[src/rtl/pito_pkg.sv]
// pito_pkg: shared constants and types for the barrel-threaded pito core.
//   NUM_HARTS_DEF : default hart count
//   HART_ID_W     : hart-id width for the default hart count
//   PC_INCR       : sequential fetch stride in bytes
//   hart_id_t     : hart identifier for the default configuration
package pito_pkg;

    localparam int NUM_HARTS_DEF = 8;
    localparam int HART_ID_W     = $clog2(NUM_HARTS_DEF);
    localparam int PC_INCR       = 4;

    typedef logic [HART_ID_W-1:0] hart_id_t;

endpackage

[src/rtl/rv32_pc_sequencer_if.sv]
// rv32_pc_sequencer_if: control and fetch bundle of the PC sequencer.
//   hart_en, stall                 : issue control
//   redirect_valid/hart/pc         : next-PC stage redirect
//   irq_valid, irq_pc              : per-hart interrupt pulse + vector (hart h at [h*PC_W +: PC_W])
//   fetch_valid/hart/pc/irq, irq_epc : registered fetch slot
// slave = sequencer side, master = core side driving control.
interface rv32_pc_sequencer_if #(
    parameter int NUM_HARTS = pito_pkg::NUM_HARTS_DEF,
    parameter int PC_W      = 32,
    parameter int HID_W     = $clog2(NUM_HARTS)
);
    logic [NUM_HARTS-1:0]      hart_en;
    logic                      stall;
    logic                      redirect_valid;
    logic [HID_W-1:0]          redirect_hart;
    logic [PC_W-1:0]           redirect_pc;
    logic [NUM_HARTS-1:0]      irq_valid;
    logic [NUM_HARTS*PC_W-1:0] irq_pc;
    logic                      fetch_valid;
    logic [HID_W-1:0]          fetch_hart;
    logic [PC_W-1:0]           fetch_pc;
    logic                      fetch_irq;
    logic [PC_W-1:0]           irq_epc;

    modport master (
        output hart_en, stall, redirect_valid, redirect_hart, redirect_pc, irq_valid, irq_pc,
        input  fetch_valid, fetch_hart, fetch_pc, fetch_irq, irq_epc
    );

    modport slave (
        input  hart_en, stall, redirect_valid, redirect_hart, redirect_pc, irq_valid, irq_pc,
        output fetch_valid, fetch_hart, fetch_pc, fetch_irq, irq_epc
    );
endinterface

[src/rtl/rv32_rr_select.sv]
// rv32_rr_select: combinational round-robin finder.
//   mask : candidate enable mask
//   ptr  : last granted index
//   sel  : first set bit of mask strictly after ptr, wrapping; ptr itself last
//   any  : mask non-zero
// Shared with the register-file bank selector.
module rv32_rr_select #(
    parameter int N     = 8,
    parameter int HID_W = $clog2(N)
) (
    input  logic [N-1:0]     mask,
    input  logic [HID_W-1:0] ptr,
    output logic [HID_W-1:0] sel,
    output logic             any
);
    logic [HID_W-1:0] idx;

    // N is a power of two, so the HID_W-bit add wraps naturally; i == N lands on ptr.
    always_comb begin
        sel = '0;
        any = 1'b0;
        idx = '0;
        for (int i = 1; i <= N; i++) begin
            idx = ptr + HID_W'(i);
            if (!any && mask[idx]) begin
                any = 1'b1;
                sel = idx;
            end
        end
    end
endmodule

[src/rtl/rv32_pc_sequencer.sv]
// rv32_pc_sequencer: per-hart PC state with round-robin fetch issue.
//   clk, rst : core clock, async active-high reset
//   bus      : rv32_pc_sequencer_if.slave (control in, registered fetch slot out)
// Each cycle picks the next enabled hart after the last one, emits its PC
// (or its pending interrupt vector), and advances that hart's PC by 4.
module rv32_pc_sequencer
    import pito_pkg::*;
#(
    parameter int              NUM_HARTS = NUM_HARTS_DEF,
    parameter int              PC_W      = 32,
    parameter logic [PC_W-1:0] RESET_PC  = '0,
    parameter int              HID_W     = $clog2(NUM_HARTS)
) (
    input logic                clk,
    input logic                rst,
    rv32_pc_sequencer_if.slave bus
);
    logic [NUM_HARTS-1:0][PC_W-1:0] pc;
    logic [NUM_HARTS-1:0][PC_W-1:0] irq_vec;
    logic [NUM_HARTS-1:0]           irq_pend;
    logic [HID_W-1:0]               ptr;

    logic [HID_W-1:0] sel;
    logic             any;
    logic             take_irq;
    logic             advance;
    logic [PC_W-1:0]  eff_pc;
    logic [PC_W-1:0]  slot_pc;

    rv32_rr_select #(.N(NUM_HARTS), .HID_W(HID_W)) u_sel (
        .mask (bus.hart_en),
        .ptr  (ptr),
        .sel  (sel),
        .any  (any)
    );

    // A redirect aimed at the hart being issued bypasses its stored PC.
    always_comb begin
        eff_pc   = (bus.redirect_valid && bus.redirect_hart == sel) ? bus.redirect_pc : pc[sel];
        take_irq = any && irq_pend[sel];
        slot_pc  = take_irq ? irq_vec[sel] : eff_pc;
        advance  = any && !bus.stall;
    end

    // Redirect writes and IRQ capture are applied even while stalled. The slot
    // update comes after the redirect write so it wins for the selected hart;
    // it already carries the bypassed value. IRQ capture comes after the slot's
    // pending clear, so a pulse arriving for the issuing hart stays pending.
    always_ff @(posedge clk or posedge rst) begin
        if (rst) begin
            pc       <= {NUM_HARTS{RESET_PC}};
            irq_vec  <= '0;
            irq_pend <= '0;
            ptr      <= HID_W'(NUM_HARTS - 1);
        end else begin
            if (bus.redirect_valid)
                pc[bus.redirect_hart] <= bus.redirect_pc;
            if (advance) begin
                ptr     <= sel;
                pc[sel] <= slot_pc + PC_W'(PC_INCR);
                if (take_irq)
                    irq_pend[sel] <= 1'b0;
            end
            for (int h = 0; h < NUM_HARTS; h++) begin
                if (bus.irq_valid[h]) begin
                    irq_pend[h] <= 1'b1;
                    irq_vec[h]  <= bus.irq_pc[h*PC_W +: PC_W];
                end
            end
        end
    end

    always_ff @(posedge clk or posedge rst) begin
        if (rst) begin
            bus.fetch_valid <= 1'b0;
            bus.fetch_hart  <= '0;
            bus.fetch_pc    <= '0;
            bus.fetch_irq   <= 1'b0;
            bus.irq_epc     <= '0;
        end else if (!bus.stall) begin
            bus.fetch_valid <= any;
            bus.fetch_hart  <= any ? sel : '0;
            bus.fetch_pc    <= any ? slot_pc : '0;
            bus.fetch_irq   <= take_irq;
            bus.irq_epc     <= take_irq ? eff_pc : '0;
        end
    end
endmodule

[src/flat_wrapper.sv]
// flat-port wrapper written by rule: the top's interface ports become plain ports
module rv32_pc_sequencer_flat import pito_pkg::*;
#(
    parameter int              NUM_HARTS = NUM_HARTS_DEF,
    parameter int              PC_W      = 32,
    parameter logic [PC_W-1:0] RESET_PC  = '0,
    parameter int              HID_W     = $clog2(NUM_HARTS)
)
  (clk, rst, bus_hart_en, bus_stall, bus_redirect_valid, bus_redirect_hart, bus_redirect_pc, bus_irq_valid, bus_irq_pc, bus_fetch_valid, bus_fetch_hart, bus_fetch_pc, bus_fetch_irq, bus_irq_epc);
  rv32_pc_sequencer_if #(.NUM_HARTS(NUM_HARTS), .PC_W(PC_W), .HID_W(HID_W)) bus_i ();
  input logic clk;
  input logic rst;
  input wire logic [$bits(bus_i.hart_en)-1:0] bus_hart_en;
  input wire logic [$bits(bus_i.stall)-1:0] bus_stall;
  input wire logic [$bits(bus_i.redirect_valid)-1:0] bus_redirect_valid;
  input wire logic [$bits(bus_i.redirect_hart)-1:0] bus_redirect_hart;
  input wire logic [$bits(bus_i.redirect_pc)-1:0] bus_redirect_pc;
  input wire logic [$bits(bus_i.irq_valid)-1:0] bus_irq_valid;
  input wire logic [$bits(bus_i.irq_pc)-1:0] bus_irq_pc;
  output wire logic [$bits(bus_i.fetch_valid)-1:0] bus_fetch_valid;
  output wire logic [$bits(bus_i.fetch_hart)-1:0] bus_fetch_hart;
  output wire logic [$bits(bus_i.fetch_pc)-1:0] bus_fetch_pc;
  output wire logic [$bits(bus_i.fetch_irq)-1:0] bus_fetch_irq;
  output wire logic [$bits(bus_i.irq_epc)-1:0] bus_irq_epc;
  assign bus_i.hart_en = bus_hart_en;
  assign bus_i.stall = bus_stall;
  assign bus_i.redirect_valid = bus_redirect_valid;
  assign bus_i.redirect_hart = bus_redirect_hart;
  assign bus_i.redirect_pc = bus_redirect_pc;
  assign bus_i.irq_valid = bus_irq_valid;
  assign bus_i.irq_pc = bus_irq_pc;
  assign bus_fetch_valid = bus_i.fetch_valid;
  assign bus_fetch_hart = bus_i.fetch_hart;
  assign bus_fetch_pc = bus_i.fetch_pc;
  assign bus_fetch_irq = bus_i.fetch_irq;
  assign bus_irq_epc = bus_i.irq_epc;
  rv32_pc_sequencer #(.NUM_HARTS(NUM_HARTS), .PC_W(PC_W), .RESET_PC(RESET_PC), .HID_W(HID_W)) u_core (.clk(clk), .rst(rst), .bus(bus_i));
endmodule
[config.mk]
export PLATFORM = sky130hd
export DESIGN_NAME = rv32_pc_sequencer_flat
export DESIGN_NICKNAME = d
export VERILOG_FILES = /design/src/rtl/pito_pkg.sv /design/src/rtl/rv32_pc_sequencer_if.sv /design/src/rtl/rv32_rr_select.sv /design/src/rtl/rv32_pc_sequencer.sv /design/src/flat_wrapper.sv
export SDC_FILE = /design/constraint.sdc
export NUM_CORES = 1
export LEC_CHECK = 0
export CAP_MARGIN = 25
export CORE_UTILIZATION = 50
export DETAILED_ROUTE_END_ITERATION = 8
export PLACE_DENSITY_LB_ADDON = 0.2
export SLEW_MARGIN = 20
export SYNTH_ARGS = -nofsm -noshare
export SYNTH_HDL_FRONTEND = slang
export SYNTH_HIERARCHICAL = 1
export SYNTH_SLANG_ARGS = --single-unit
[constraint.sdc]
create_clock -name clk -period 25.3 [get_ports clk]
set_input_delay 3.795 -clock clk [delete_from_list [all_inputs] [get_ports clk]]
set_output_delay 3.795 -clock clk [all_outputs]
set_load 0.005 [all_outputs]
==> results of run 1 <==
==> routing by layer <==
metal / part of all wire / vias to the layer above
met4: 0.050 / 6
met3: 0.086 / 286
met5: 0.00030 / -
li1: - / 10478
met2: 0.47 / 1364
met1: 0.39 / 12471
==> registers in the layout (all words and copies together), names as in the netlist <==
name,flops
u_core/bus.fetch_hart,3
u_core/bus.fetch_irq,1
u_core/bus.fetch_pc,32
u_core/bus.fetch_valid,1
u_core/bus.irq_epc,32
u_core/irq_pend,8
u_core/irq_vec,256
u_core/pc,256
u_core/ptr,3
==> synthesized netlist by cell type (11+ instances only) <==
library cell  number  area share
clkbuf_1         149       0.018
xnor2_1           23      0.0065
buf_6             16      0.0058
buf_2             22      0.0035
nand2_1          260       0.031
a21oi_1          161       0.026
mux2_2           513        0.19
buf_1             14      0.0017
nand2b_1          27      0.0054
mux4_2            61       0.044
a211oi_1          14      0.0034
o221ai_1          26      0.0073
nand4_1           11      0.0022
o21ai_0          170       0.027
nand3_1           12      0.0019
o22ai_1           32      0.0065
o21ai_1           25      0.0040
dfrtp_1          589        0.48
and2_1            15      0.0030
nor2b_1           20      0.0040
a221oi_1          16      0.0045
nor2_1           183       0.022
mux2i_1           94       0.030
inv_1             15      0.0018
a22o_1            22      0.0062
buf_4             18      0.0044
a22oi_1           13      0.0031
==> how the worst min path moves through the flow <==
stage / startpoint / end / slack (ns) / cells past startpoint
6_report: u_core/irq_pend[3] / u_core/irq_pend[3] / 0.49 / 1
5_1_grt: u_core/irq_pend[3] / u_core/irq_pend[3] / 0.51 / 1
4_1_cts: u_core/bus.fetch_irq / u_core/bus.fetch_irq / 0.49 / 2
3_5_place_dp: u_core/bus.fetch_irq / u_core/bus.fetch_irq / 0.47 / 2
3_3_place_gp: u_core/irq_pend[3] / u_core/irq_pend[3] / 0.46 / 1
2_1_floorplan: u_core/irq_pend[3] / u_core/irq_pend[3] / 0.45 / 1
==> cell families after synthesis <==
kind of cell    after synthesis  share of synthesized area
simple gates                596                     0.0881
xor+xnor                     34                     0.0101
compound gates              572                      0.117
fa+ha+maj                     3                    0.00121
buf+inv                     239                     0.0366
flops                       592                      0.478
mux                         683                      0.269
==> worst max-delay path: stages <==
cell and delay, ns:
clkdlybuf4s50_1 0.48, mux4_1 0.64, mux2_1 0.35, or4_1 0.65, nor2_1 0.18, nand3_1 0.14, a31oi_4 0.24, buf_4 0.63
buf_4 0.68, or3b_1 0.24, a21oi_2 0.10, o21ai_4 0.86, nand3_1 0.27, nand2_1 0.36, ha_1 0.25, a21bo_2 0.30
or2_0 0.41, nor3_1 0.31, xor2_1 0.56, o21ai_0 0.22
==> cell type report <==
cell class / instances / area [um^2] / share of cell area
multi-input combinational: 1888 / 15200 / 0.403
sequential: 592 / 14800 / 0.394
timing repair buffer: 430 / 4260 / 0.113
clock buffer: 89 / 1890 / 0.0502
tap: 782 / 978 / 0.0260
clock inverter: 28 / 397 / 0.0105
inverter: 17 / 71.3 / 0.00190
antenna: 16 / 40.0 / 0.00106
==> stage by stage <==
step	util	setup slack (ns)	instance area [um^2]	hold slack [ns]
floorplan	-	4.94	31000	0.450
global placement	0.578	13.79	35200	0.463
detailed placement	0.579	13.58	35200	0.471
CTS	0.617	14.20	37500	0.486
global route	0.619	13.63	37600	0.506
finish	0.619	13.98	37600	0.488
==> run_results.csv, run 1 <==
group,metric,value,unit
outcome,status,"finished clean",
sta,rsz0062_at_grt,"no",
worst_setup_path,r2r_end,"u_core/pc[148]",
clock_network,cts_max_path_buffers,3,
routing,wl_per_cell,28.4,um
layout,layout-drive-gt1-share,0.263,
layout,mostFrequentLayoutCells,"dfrtp_1, mux2_2, clkdlybuf4s50_1",
synthesis,syn_area,31000,um^2
global_routing,grt_antenna_before_repair,22,
worst_setup_path,start_kind,"input port",
worst_hold_path,hp-class,"reg -> reg",
worst_setup_path,r2r_slack,16.28,ns
synthesis,avgSynthCellArea,11.4,um^2
floorplan,die_w,251,um
floorplan,die_h,251,um
layout,nNetsFinal,3309,
synthesis,synth.distinct_cells,97,
synthesis,synth_edf_count,0,
worst_setup_path,critPathKind,"in -> reg",
synthesis,async_reset_ff_frac,1.00,
clock_network,numCtsBuffers,66,
synthesis,yosys_most_used_dff,"dfrtp_1",
clock_network,clock_sinks,592,
routing,vias,24605,
sta,fin_skew,0.0184,ns
layout,layout_commonest_cell,"dfrtp_1",
worst_setup_path,cp_data_arrival_time,11.77,ns
synthesis,ys.warnings.count,6,
global_routing,grt_use_met2,0.553,
clock_network,hold_buffers,0,
sta,setup-tns-final,0,ns
clock_network,clkTransAtPathRegs,0.06,ns
layout,nFillCells,4778,
synthesis,ys_seq_area_frac,0.478,
routing,drt.antenna.violating_nets,0,
placement,port_buffers,379,
global_routing,met1_usage,0.454,
sta,fmax,88.4,MHz
clock_network,cts-root-buf,"clkbuf_16",
global_routing,grt-ovfl-total,0,
worst_setup_path,r2r_start,"u_core/ptr[1]",
synthesis,ys_ff_latch,592,
global_routing,grt_use_met3,0.0673,
routing,post_drt_via_cell_ratio,6.40,
sta,finalSetupViolCount,0,
synthesis,syn_inst,2719,
global_routing,grt_pass1_wl,163,mm
placement,hpwl,71.3,mm
worst_setup_path,crit_path_end,"u_core/pc[148]",
clock_network,cts_tree,"done",
clock_network,htree_levels,3,
clock_network,cts_resized,0,
synthesis,synth_fp_nets,3033,
placement,finalWeightedCongestion,0.940,
sta,final_hold_viol_count,0,
worst_setup_path,startpoint,"bus_hart_en[0]",
routing,drc_errors,0,
floorplan,core_region_area,60800,um^2
routing,dr.pass1.iters,6,
sta,tightest_slew,1.12,ns
global_routing,grt_max_degree,154,
routing,drtIter0Drc,2616,
floorplan,start_util,0.510,
worst_setup_path,crit_fanout,54,
global_routing,grt_use_total,0.348,
routing,routed_wirelength,109,mm
floorplan,fp-row-count,90,
global_routing,grt-busiest-layer,"met2",
sta,maxSlewViolCount,0,
run,drv_cap,0,
clock_network,clock_latency,0.62,ns
sta,fin_crit,11.32,ns
layout,stdcell_count,3842,
sta,finalCritPeriodShare,0.447,
clock_network,cts_setup_buffers,0,
sta,slew_headroom,0.255,
floorplan,dieArea,63100,um^2
worst_setup_path,crit_path_end_kind,"flop",
worst_setup_path,crit_required,25.75,ns
global_routing,grt_pass1_vias,24973,
worst_setup_path,reg2reg_depth,21,
layout,areaGrowthSynthToFinish,21.3,%
placement,placedCellCount,3706,
floorplan,ios,380,
Power of run 1 is not shown: default switching activity piles up to over one toggle a cycle in this logic, so the estimate is an artifact.
==> inputs of run 2 (changes only) <==
- clock period: 25.3 -> 11.25 ns (I/O delays scaled with it)
==> run 2 against run 1 <==
Global-route usage about the same. Final cell count up 0.44%. Register-to-register slack got worse by 14 ns. Core utilization rose by 0.12 points. Critical path depth is 4 lower. Flip-flop and latch count is the same. Die area unchanged. Non-clock buffer count up 8. Hold slack better by 0.0016 ns. Setup slack worse by 11 ns. First-iteration DRC count fell by 5.6%. Cell area rose by 0.19%. Highest routed layer unchanged.
==> run_results.csv, run 2 (same netlist as run 1, synthesis figures left out) <==
group,metric,value,unit
outcome,status,"finished clean",
routing,post_drt_via_cell_ratio,6.42,
global_routing,grt_max_degree,168,
clock_network,cts_tree,"done",
worst_setup_path,r2r_start,"u_core/ptr[0]",
placement,pre_cts_ws,2.12,ns
clock_network,clock_sinks,592,
worst_setup_path,crit_required,11.69,ns
layout,layout_commonest_cell,"dfrtp_1",
floorplan,dieArea,63100,um^2
floorplan,core_region_area,60800,um^2
routing,wl_met3,9.18,mm
layout,mostFrequentLayoutCells,"dfrtp_1, mux2_2, clkdlybuf4s50_1",
global_routing,grt_pass1_wl,162,mm
clock_network,cts_max_path_buffers,3,
sta,fin_crit,8.68,ns
floorplan,start_util,0.510,
sta,finalCritPeriodShare,0.772,
worst_setup_path,crit_fanout,21,
placement,finalWeightedCongestion,0.937,
global_routing,grt_antenna_before_repair,26,
routing,wl_per_cell,28.5,um
sta,fmax,115,MHz
worst_hold_path,holdPathEnd,"u_core/bus.fetch_valid",
routing,top_layer_used,"met5",
worst_setup_path,crit_path_end_kind,"flop",
placement,hpwl,72.9,mm
routing,drc_errors,0,
clock_network,htree_levels,3,
global_routing,grt-ovfl-total,0,
layout,nNetsFinal,3318,
routing,wl_met2,51.9,mm
sta,setup-tns-final,0,ns
worst_hold_path,min_path_cells,2,
clock_network,numCtsBuffers,67,
worst_hold_path,hp-class,"reg -> reg",
sta,fin_skew,0.0200,ns
global_routing,grt_use_total,0.348,
worst_setup_path,start_kind,"input port",
worst_setup_path,cp_data_arrival_time,9.12,ns
floorplan,ios,380,
worst_setup_path,r2r_slack,2.78,ns
global_routing,grt_pass1_vias,24842,
worst_setup_path,worst_path_max_delay_cell,"xnor2_1",
layout,layout-drive-gt1-share,0.262,
sta,final_hold_viol_count,0,
worst_setup_path,reg2reg_depth,17,
clock_network,clock_latency,0.61,ns
placement,port_buffers,379,
clock_network,cts_setup_buffers,0,
clock_network,clkTransAtPathRegs,0.05,ns
sta,rsz0062_at_grt,"no",
routing,drt.antenna.violating_nets,0,
clock_network,cts-root-buf,"clkbuf_16",
worst_setup_path,slowest_delay,0.83,ns
clock_network,cts_resized,0,
worst_setup_path,cp_cell_sequence,"clkdlybuf4s50_1 -> mux4_1 -> mux2_1 -> or4_1 -> o21ai_1 -> a31oi_4 -> xnor2_1 -> nand4_1 -> buf_4 -> mux2i_1 -> nor4_1 -> o221ai_1 -> or2_0 -> or3_1 -> xnor2_2 -> o21ai_0",
routing,met1_length,42.3,mm
routing,routed_wirelength,110,mm
worst_hold_path,hold_path_startpoint,"u_core/bus.fetch_valid",
layout,reg.largest.list,"u_core/irq_vec (256), u_core/pc (256)",
sta,tightest_slew,1.05,ns
clock_network,hold_buffers,0,
routing,dr.pass1.iters,6,
run,drv_cap,0,
worst_setup_path,critPathKind,"in -> reg",
layout,nFillCells,4722,
worst_setup_path,r2r_end,"u_core/pc[12]",
routing,vias,24773,
floorplan,die_w,251,um
floorplan,die_h,251,um
floorplan,fp-row-count,90,
routing,drtIter0Drc,2470,
sta,finalSetupViolCount,0,
sta,fin_ws,2.57,ns
sta,maxSlewViolCount,0,
layout,areaGrowthSynthToFinish,21.5,%
sta,slew_headroom,0.303,
==> run 2: worst max path at each step <==
stage | end | depth (start not counted) | slack, ns | startpoint
floorplan | u_core/bus.fetch_hart[0] | 1 | 1.49 | rst
global placement | u_core/pc[52] | 20 | 2.23 | bus_hart_en[0]
detailed placement | u_core/pc[52] | 20 | 2.12 | bus_hart_en[4]
CTS | u_core/pc[12] | 20 | 2.73 | bus_hart_en[7]
global route | u_core/pc[20] | 20 | 2.28 | bus_hart_en[1]
finish | u_core/pc[12] | 16 | 2.57 | bus_hart_en[3]
==> run 2: metrics by stage <==
stage                     utilization  instance area, um^2  cells  hold slack [ns]
after floorplan                     -                31000   2719            0.450
after global placement          0.578                35200   3707            0.465
after detailed placement        0.579                35200   3709            0.473
after CTS                       0.616                37500   3826            0.488
after global routing            0.620                37700   3859            0.509
final                           0.620                37700   3859            0.490
==> run 2: per-layer routing <==
metal	up-vias	global-route usage
met5	-	0
met4	4	0.199
met3	339	0.0671
met2	1364	0.555
met1	12572	0.445
li1	10494	-
==> run 2: layout make-up <==
cell class,instances,area (um^2),area share
antenna,25,62.6,0.00166
clock buffer,95,1890,0.0502
clock inverter,22,377,0.00999
inverter,17,67.6,0.00179
multi-input combinational,1888,15200,0.402
sequential,592,14800,0.393
tap,782,978,0.0259
timing repair buffer,438,4340,0.115
==> run 2: critical path: cells and delay by family <==
family | cells | cell delay [ns]
buf+inv | 2 | 0.97
mux | 3 | 1.28
xor+xnor | 2 | 1.17
compound gates | 4 | 1.05
simple gates | 5 | 2.94
Power of run 2 is left out for the same reason.
